**config.mk**
```make
export PLATFORM = sky130hd
export DESIGN_NAME = decimate_stage
export DESIGN_NICKNAME = d
export VERILOG_FILES = /design/src/rtl/decim_pkg.sv /design/src/rtl/sample_fifo.sv /design/src/rtl/decimate_stage.sv
export SDC_FILE = /design/constraint.sdc
export NUM_CORES = 1
export LEC_CHECK = 0
export BUFFER_PORTS_ARGS = -buffer_cell sky130_fd_sc_hd__buf_2
export CELL_PAD_IN_SITES_DETAIL_PLACEMENT = 1
export CELL_PAD_IN_SITES_GLOBAL_PLACEMENT = 2
export CORE_ASPECT_RATIO = 0.7
export CORE_MARGIN = 2
export CORE_UTILIZATION = 38
export CTS_BUF_LIST = sky130_fd_sc_hd__clkbuf_8
export CTS_CLUSTER_SIZE = 24
export DETAILED_ROUTE_END_ITERATION = 8
export GPL_ROUTABILITY_DRIVEN = 1
export GPL_TIMING_DRIVEN = 0
export PLACE_DENSITY_LB_ADDON = 0.1
export REMOVE_ABC_BUFFERS = 1
export SLEW_MARGIN = 5
export SYNTH_ARGS = -nofsm -noshare
export SYNTH_HDL_FRONTEND = slang
export SYNTH_SLANG_ARGS = --single-unit
```
**constraint.sdc**
```tcl
create_clock -name clk -period 2.4 [get_ports clk]
set_clock_uncertainty 0.15 [all_clocks]
set_input_delay 0.48 -clock clk [delete_from_list [all_inputs] [get_ports clk]]
set_output_delay 0.48 -clock clk [all_outputs]
set_load 0.005 [all_outputs]
```
**src/rtl/decim_pkg.sv**
```systemverilog
// Shared sizing helpers for the decimator and its output FIFO.
package decim_pkg;

  function automatic int calc_shift(input int ratio);
    return $clog2(ratio);
  endfunction

  function automatic int ptr_w(input int depth);
    return (depth > 1) ? $clog2(depth) : 1;
  endfunction

endpackage

```
**src/rtl/sample_fifo.sv**
```systemverilog
// Small register FIFO, head visible combinationally (0 when empty), one-cycle write.
// Pop wins room for a same-cycle push, so a full FIFO accepts push+pop together.
module sample_fifo
  import decim_pkg::*;
#(
  parameter int WIDTH = 16,
  parameter int DEPTH = 4
) (
  input  logic                   clk,
  input  logic                   rst_n,
  input  logic                   push,
  input  logic [WIDTH-1:0]       push_data,
  input  logic                   pop,
  output logic [WIDTH-1:0]       pop_data,
  output logic                   full,
  output logic                   empty,
  output logic [ptr_w(DEPTH):0]  level
);

  localparam int PW = ptr_w(DEPTH);

  logic [WIDTH-1:0] mem [DEPTH];
  logic [PW-1:0]    wr_ptr;
  logic [PW-1:0]    rd_ptr;
  logic             do_push;
  logic             do_pop;

  assign empty    = (level == '0);
  assign full     = (level == (PW+1)'(DEPTH));
  assign do_pop   = pop && !empty;
  assign do_push  = push && (!full || do_pop);
  assign pop_data = empty ? '0 : mem[rd_ptr];

  always_ff @(posedge clk) begin
    if (do_push) mem[wr_ptr] <= push_data;
  end

  // DEPTH is a power of two, so the pointers wrap on their own
  always_ff @(posedge clk or negedge rst_n) begin
    if (!rst_n) begin
      wr_ptr <= '0;
      rd_ptr <= '0;
      level  <= '0;
    end else begin
      if (do_push) wr_ptr <= wr_ptr + 1'b1;
      if (do_pop)  rd_ptr <= rd_ptr + 1'b1;
      case ({do_push, do_pop})
        2'b10:   level <= level + 1'b1;
        2'b01:   level <= level - 1'b1;
        default: level <= level;
      endcase
    end
  end

endmodule

```
**src/rtl/decimate_stage.sv**
```systemverilog
// Averages each block of RATIO valid samples into one output; result visible 1 cycle after the last sample.
// Consumer backpressure via ready_in; a result arriving at a full FIFO with no pop is dropped and overflow sticks.
module decimate_stage
  import decim_pkg::*;
#(
  parameter int WIDTH = 16,
  parameter int RATIO = 4,
  parameter int DEPTH = 4
) (
  input  logic                   clk,
  input  logic                   rst_n,
  input  logic [WIDTH-1:0]       data_in,
  input  logic                   valid_in,
  output logic [WIDTH-1:0]       data_out,
  output logic                   valid_out,
  input  logic                   ready_in,
  output logic                   overflow,
  output logic [ptr_w(DEPTH):0]  level
);

  localparam int SHIFT = calc_shift(RATIO);
  localparam int ACC_W = WIDTH + SHIFT;

  typedef logic [ACC_W-1:0] acc_t;

  acc_t             acc;
  acc_t             sum;
  logic [SHIFT-1:0] phase;
  logic             blk_done;
  logic             pop;
  logic             fifo_full;
  logic             fifo_empty;
  logic [WIDTH-1:0] result;

  assign sum       = acc + acc_t'(data_in);
  assign blk_done  = valid_in && (phase == SHIFT'(RATIO - 1));
  assign result    = sum[ACC_W-1:SHIFT];
  assign valid_out = !fifo_empty;
  assign pop       = ready_in && !fifo_empty;

  always_ff @(posedge clk or negedge rst_n) begin
    if (!rst_n) begin
      acc      <= '0;
      phase    <= '0;
      overflow <= 1'b0;
    end else begin
      if (valid_in) begin
        phase <= phase + 1'b1;
        acc   <= blk_done ? '0 : sum;
      end
      if (blk_done && fifo_full && !pop) overflow <= 1'b1;
    end
  end

  sample_fifo #(
    .WIDTH (WIDTH),
    .DEPTH (DEPTH)
  ) u_fifo (
    .clk       (clk),
    .rst_n     (rst_n),
    .push      (blk_done),
    .push_data (result),
    .pop       (pop),
    .pop_data  (data_out),
    .full      (fifo_full),
    .empty     (fifo_empty),
    .level     (level)
  );

endmodule

```
==> results of run 1 <==
[placed cells by master, fill, tap and decap left out, types with 3 or more instances in the layout]
cell type,instances
edfxtp_1,64
inv_1,33
buf_2,26
dfrtp_1,25
and2_4,18
buf_6,17
o21ai_0,16
mux4_2,16
nand2_1,15
a21oi_1,15
o22ai_1,11
xnor2_1,10
nor2_1,9
clkbuf_8,9
ha_4,8
ha_1,7
ha_2,6
buf_4,6
xnor2_2,5
a21oi_2,4
xor2_1,4
nand3b_1,4
o21ai_1,3
nand4_1,3
o31ai_4,3
nand2b_1,3
clkinv_1,3
[repair_timing]
item / in CTS / in global routing
gates resized for setup: 41 / 65
setup buffers: 10 / 0
pin swaps: 6 / 10
setup endpoints to repair: 130 / 64
[metrics by stage]
stage / power (mW) / instances
after CTS: 7.40 / 558
after floorplan: 4.86 / 335
after detailed placement: 5.94 / 532
final: 7.98 / 558
after global routing: 8.58 / 558
after global placement: 5.87 / 532
[layer usage]
layer  wire length [µm]  vias up  global-route usage [%]
met5                  0        -                       0
met4                120        0                    3.73
met3                384       12                    4.74
met2               4710       42                    27.8
met1               4810     1411                    21.8
li1                   -     1374                       -
[worst max-delay path: stages (launching register included)]
cell	delay, ns
dfrtp_4	0.47
buf_12	0.15
mux4_2	0.50
and2_4	0.17
buf_6	0.10
[cells by family (layout without fill, tap and decap cells)]
| family | count (synthesis) | after routing |
|---|---|---|
| adders and majority gates | 23 | 23 |
| and+or+nand+nor | 70 | 70 |
| AOI/OAI and AO/OA | 76 | 76 |
| buffers and inverters | 48 | 100 |
| muxes | 18 | 18 |
| DFF | 92 | 92 |
| xor gates and xnor gates | 22 | 22 |
[registers in the layout, indices dropped and copies added (netlist names)]
register	count
overflow	1
acc	18
phase	2
u_fifo.wr_ptr	2
u_fifo.level	3
u_fifo.rd_ptr	2
u_fifo.mem	64
[power by group through the flow]
stage	clock network (mW)	logic (mW)	registers (mW)
floorplan	0	2.16	2.70
global placement	0	3.05	2.82
detailed placement	0	3.10	2.84
CTS	1.02	3.65	2.73
global route	1.08	4.70	2.80
finish	0.993	4.24	2.75
[how the worst min path moves through the flow]
stage	end	start	slack [ns]	depth (start not counted)
floorplan	acc[0]	rst_n	0.03	0
global placement	overflow	overflow	0.30	1
detailed placement	overflow	overflow	0.31	1
CTS	overflow	rst_n	0.03	1
global route	u_fifo.level[2]	rst_n	0.03	1
finish	u_fifo.rd_ptr[0]	rst_n	0.0008	1
[final cells by class]
type                       instances  area [µm²]  area share, %
sequential                        92        2630           46.5
multi-input combinational        209        2130           37.7
timing repair buffer              50         387           6.84
tap                              157         196           3.48
inverter                          34         128           2.26
clock buffer                       9         124           2.19
clock inverter                     7        58.8           1.04
==> out/summary.txt, run 1 <==
Largest area contributor in the netlist: edfxtp_1
Die ar.: 13000 µm²
Post-synth EDFFs: 64
Number of inserted diodes: 0
Top cells by area, synth: edfxtp_1 (42%), dfrtp_1 (15%), mux4_2 (7.8%)
Dpl cell area: 4900 µm²
Final Cycle Share: 99.6%
Critical path data required time: 1.77 ns
Worst-path clk slew: 0.08 ns
Remaining antenna violation count: 0
CTS root buffer: clkbuf_8
Post-synth top area share: 41.7%
CTS tree: yes
Combinational share of power: 53.2%
Internal power: 5.03 mW
Adder-cell share of the synthesized area: 6.57%
First-pass GRT wire length: 16100 µm
Worst setup path endpoint: data_out[12]
Worst R2R Start: acc[2]
Initial cell density of the core: 39.2%
Clock latency on the worst-skew pair: 0.36 ns
Final Hold Vio Count: 0
CTS Buffer Depth: 2
Post-route cell area: 5650 µm²
GRT Util Overall: 16.6%
H-tree depth: 3
Top_reg_cell synth: edfxtp_1
Vias/cell: 5.09
Xor and xnor area share after synthesis: 4.34%
Sequential fraction of the synthesis area: 56.9%
Worst-case vdd ir drop: 538 µV
RSZ-0062 raised after global routing: yes
TNS Setup: 0 ns
Net count, final: 439
Measured slew at the worst slew-check pin: 0.686 ns
Peak Freq: 418 MHz
Fin util: 48.0%
Pleak: 2.15 nW
DRC Markers: 0
# hold bufs at CTS: 0
Fill cells: 1193
Num ports: 41
Grt ovf: 0
Startpoint types: flip-flop
Combinational family with the most area after synthesis: compound AO/OA/AOI/OAI gates
Post-synthesis register bit count: 92
Sequential Power Share: 34.4%
Cell variety after synth: 51
Row cnt: 33
Slew Limit Fails: 0
TritonRoute pass-1 iters: 4
Crit path time final: 2.39 ns
Final setup fails: 0
Pwr dens: 1410 nW/µm²
Final Wtd Congestion: 0.725
Die W: 136 µm
Cell Area, Synth: 4610 µm²
Ys Warns: 0
Die span in y: 96.2 µm
Final setup margin: 0.00884 ns
Post-Synth Simple-Gate Area: 8.17%
PortBufs: 40
Initial antenna violation count: 0
Outcome: finished, final reports clean
Largest net degree at the start of global routing: 30
Worst Path Class, Setup: flip-flop to output pin
Worst Setup End Kind: output pin
Max_cap viols: 0
Worst R2R Path Depth: 7
Commonest cells in the netlist: edfxtp_1 (64), inv_1 (34), dfrtp_1 (28)
Drt first-iter violations: 123
Crit. Startpoint: u_fifo.rd_ptr[0]
Synth Area in Compound Gates: 10.7%
Post-DP HPWL: 6900 µm
Layout cell share with drive strength beyond 1: 38.4%
Final WL: 10000 µm
Wirelength per Cell: 18.0 µm
Critical path peak fanout: 8
Total clock buffers created by CTS: 9
Vias: 2839
Net switching power: 2.95 mW
Core footprint: 11800 µm²
Worst R2R Setup Slack: 0.11 ns
Worst slew margin: 54.3%
P&R area growth vs syn: 22.5%
Mapped Cells: 349
Vias in the first global route: 3026
Ys async rst share: 30.4%
Post-place setup slack: -0.609 ns
Clk sink count: 92
Reg-to-reg endpoint: u_fifo.mem[3][13]
Clock group share of total power: 12.4%
Most frequent cell after synthesis: edfxtp_1
Post-synthesis mux area share: 8.27%
Hold_ws: 0.000797 ns
Mean Syn Cell Area: 13.2 µm²
CP arrival: 1.76 ns
Switching part of the total: 37.0%
Hold Path Class: input pin to async pin
No activity file was read; power rests on OpenSTA's default activity.
==> run 2, diff against run 1 <==
Settings changed: ABC_AREA set to 1.
==> out/summary.txt, run 2 <==
Outcome: finished, final reports clean
Combinational family with the most area after synthesis: simple AND/OR/NAND/NOR gates
Biggest regs: u_fifo.mem: 64 flops, acc: 18 flops, u_fifo.level: 3 flops
Grt ovf: 0
Most frequent cell after synthesis: nand2_1
Placed cells: 689
Mean Syn Cell Area: 9.55 µm²
Clk sink count: 92
TritonRoute pass-1 iters: 6
Mapped Cells: 497
Top cells by area, synth: edfxtp_1 (40%), dfrtp_1 (15%), nand2_1 (7.2%)
Largest net degree at the start of global routing: 34
P&R area growth vs syn: 17.5%
Fin cells: 719
Cell variety after synth: 33
Initial antenna violation count: 0
Total clock buffers created by CTS: 9
Buf+Inv Stages, Crit Path: 4
Number of inserted diodes: 0
CTS root buffer: clkbuf_8
Hold Path Class: input pin to async pin
Final Wtd Congestion: 0.798
Worst Setup End Kind: output pin
Worst path top cell family by delay: buffers and inverters
Critical Path Max Stage Delay: 0.48 ns
Hold_ws: 0.0181 ns
Slew Limit Fails: 0
Peak Freq: 426 MHz
CTS Buffer Depth: 2
Post-synthesis register bit count: 92
First-pass GRT wire length: 19500 µm
Fill cells: 1432
Worst Path Class, Setup: flip-flop to output pin
Final WL: 12400 µm
Post-route cell area: 5580 µm²
Core footprint: 12300 µm²
Post-synthesis mux area share: 0%
Post-synth top area share: 40.5%
Initial cell density of the core: 38.6%
Die ar.: 13400 µm²
Measured slew at the worst slew-check pin: 0.982 ns
Critical path data required time: 1.77 ns
Top reg by flops: u_fifo.mem
Pleak: 2.40 nW
CP max stage cell: dfrtp_4
Max_cap viols: 0
Largest area contributor in the netlist: edfxtp_1
Worst slew margin: 34.5%
Top_reg_cell synth: edfxtp_1
Synth Area in Compound Gates: 9.78%
Critical path peak fanout: 6
Adder-cell share of the synthesized area: 6.38%
Die W: 138 µm
Commonest cells in the netlist: nand2_1 (91), nor2_1 (82), edfxtp_1 (64)
PortBufs: 40
Final Hold Vio Count: 0
Clock latency on the worst-skew pair: 0.37 ns
Post-place setup slack: -0.634 ns
Cell Area, Synth: 4750 µm²
Final setup fails: 0
Pwr dens: 1370 nW/µm²
CTS tree: yes
Num ports: 41
Post-synth EDFFs: 64
H-tree depth: 3
Ys async rst share: 30.4%
Xor and xnor area share after synthesis: 2.03%
Crit path time final: 2.34 ns
Post-DP HPWL: 8490 µm
Dpl cell area: 5150 µm²
Drt first-iter violations: 195
DRC Markers: 0
Final setup margin: 0.0550 ns
Fin util: 45.4%
GRT Util Overall: 19.4%
Sequential fraction of the synthesis area: 55.3%
Die span in y: 97.5 µm
Final Cycle Share: 97.7%
Worst-path cell chain: clkinvlp_4 -> buf_6 -> clkbuf_16 -> nor2_1 -> o21ai_0 -> a21oi_1 -> buf_2
CP arrival: 1.71 ns
Ys Warns: 0
Wirelength per Cell: 17.3 µm
Layout cell share with drive strength beyond 1: 22.8%
Row cnt: 34
Remaining antenna violation count: 0
Worst-case vdd ir drop: 586 µV
Net count, final: 595
Vias: 3565
RSZ-0062 raised after global routing: yes
Vias/cell: 4.96
Vias in the first global route: 3710
Most frequent cells in the layout: nand2_1 (91), nor2_1 (74), edfxtp_1 (64)
Most common cell after layout, fill and taps aside: nand2_1
Post-Synth Simple-Gate Area: 21.6%
Number of flip-flops in the largest register: 64
Worst-path clk slew: 0.11 ns
Startpoint types: flip-flop
run 2: cell count changes after synthesis, moves of 6 or more:
| cell | previous run | this run |
|---|---|---|
| nand2_1 | 17 | 91 |
| mux4_2 | 16 | 0 |
| buf_2 | 2 | 9 |
| a21oi_1 | 21 | 28 |
| nand3_1 | 4 | 18 |
| and2_1 | 20 | 10 |
| a21oi_2 | 0 | 6 |
| o22ai_1 | 11 | 0 |
| o21ai_0 | 19 | 37 |
| inv_1 | 34 | 40 |
| nand2_2 | 0 | 11 |
| xnor2_1 | 14 | 1 |
| nor2_1 | 10 | 82 |
run 2: layer usage:
metal	vias up	wire length, µm	GRT usage [%]
met1	1749	6280	26.8
met2	54	5670	31.3
met5	-	0	0
met4	0	60	4.28
met3	4	395	4.07
li1	1758	-	-
run 2: per-stage QoR:
step	setup TNS (ns)	total power, mW
after floorplan	0	4.87
after global placement	-40.87	5.93
after detailed placement	-12.44	6.12
after CTS	0	7.54
after global routing	-0.386	8.25
final	0	7.62
run 2: cells by family after synthesis:
kind of cell / count (synthesis)
AOI/OAI and AO/OA: 81
xor gates and xnor gates: 11
adders and majority gates: 23
buffers and inverters: 59
DFF: 92
and+or+nand+nor: 231
run 2: what timing repair did:
action | CTS | global route
resized for setup | 11 | 19
hold buffers | 0 | 0
endpoints found under the hold margin | 0 | 0
cloned | 0 | 1
pin swaps | 1 | 6
setup endpoints to repair | 18 | 24
setup buffers | 10 | 3
run 2: path summary, 6_finish.rpt:
kind / start / end / slack, ns / cells after the start
max: u_fifo.rd_ptr[1] / data_out[8] / 0.06 / 7
min: rst_n / acc[4] / 0.02 / 1
max reg2reg: acc[0] / u_fifo.mem[2][10] / 0.14 / 9
min reg2reg: phase[0] / phase[0] / 0.34 / 1
max in group asynchronous: rst_n / u_fifo.rd_ptr[1] / 1.50 / 1
min in group clk: valid_in / phase[0] / 0.18 / 2
run 2: final cells by class:
type | count | area (µm²) | share of cell area [%]
sequential | 92 | 2630 | 47.2
multi-input combinational | 346 | 1920 | 34.5
clock buffer | 9 | 124 | 2.22
tap | 162 | 203 | 3.63
timing repair buffer | 58 | 407 | 7.29
clock inverter | 7 | 106 | 1.91
inverter | 45 | 184 | 3.30
run 2: power breakdown:
| group | internal, mW | leakage [nW] | total [mW] | switching, mW |
|---|---|---|---|---|
| Sequential | 2.37 | 0.918 | 2.62 | 0.245 |
| Clock | 0.605 | 0.110 | 1.21 | 0.605 |
| Combinational | 1.44 | 1.37 | 3.80 | 2.36 |
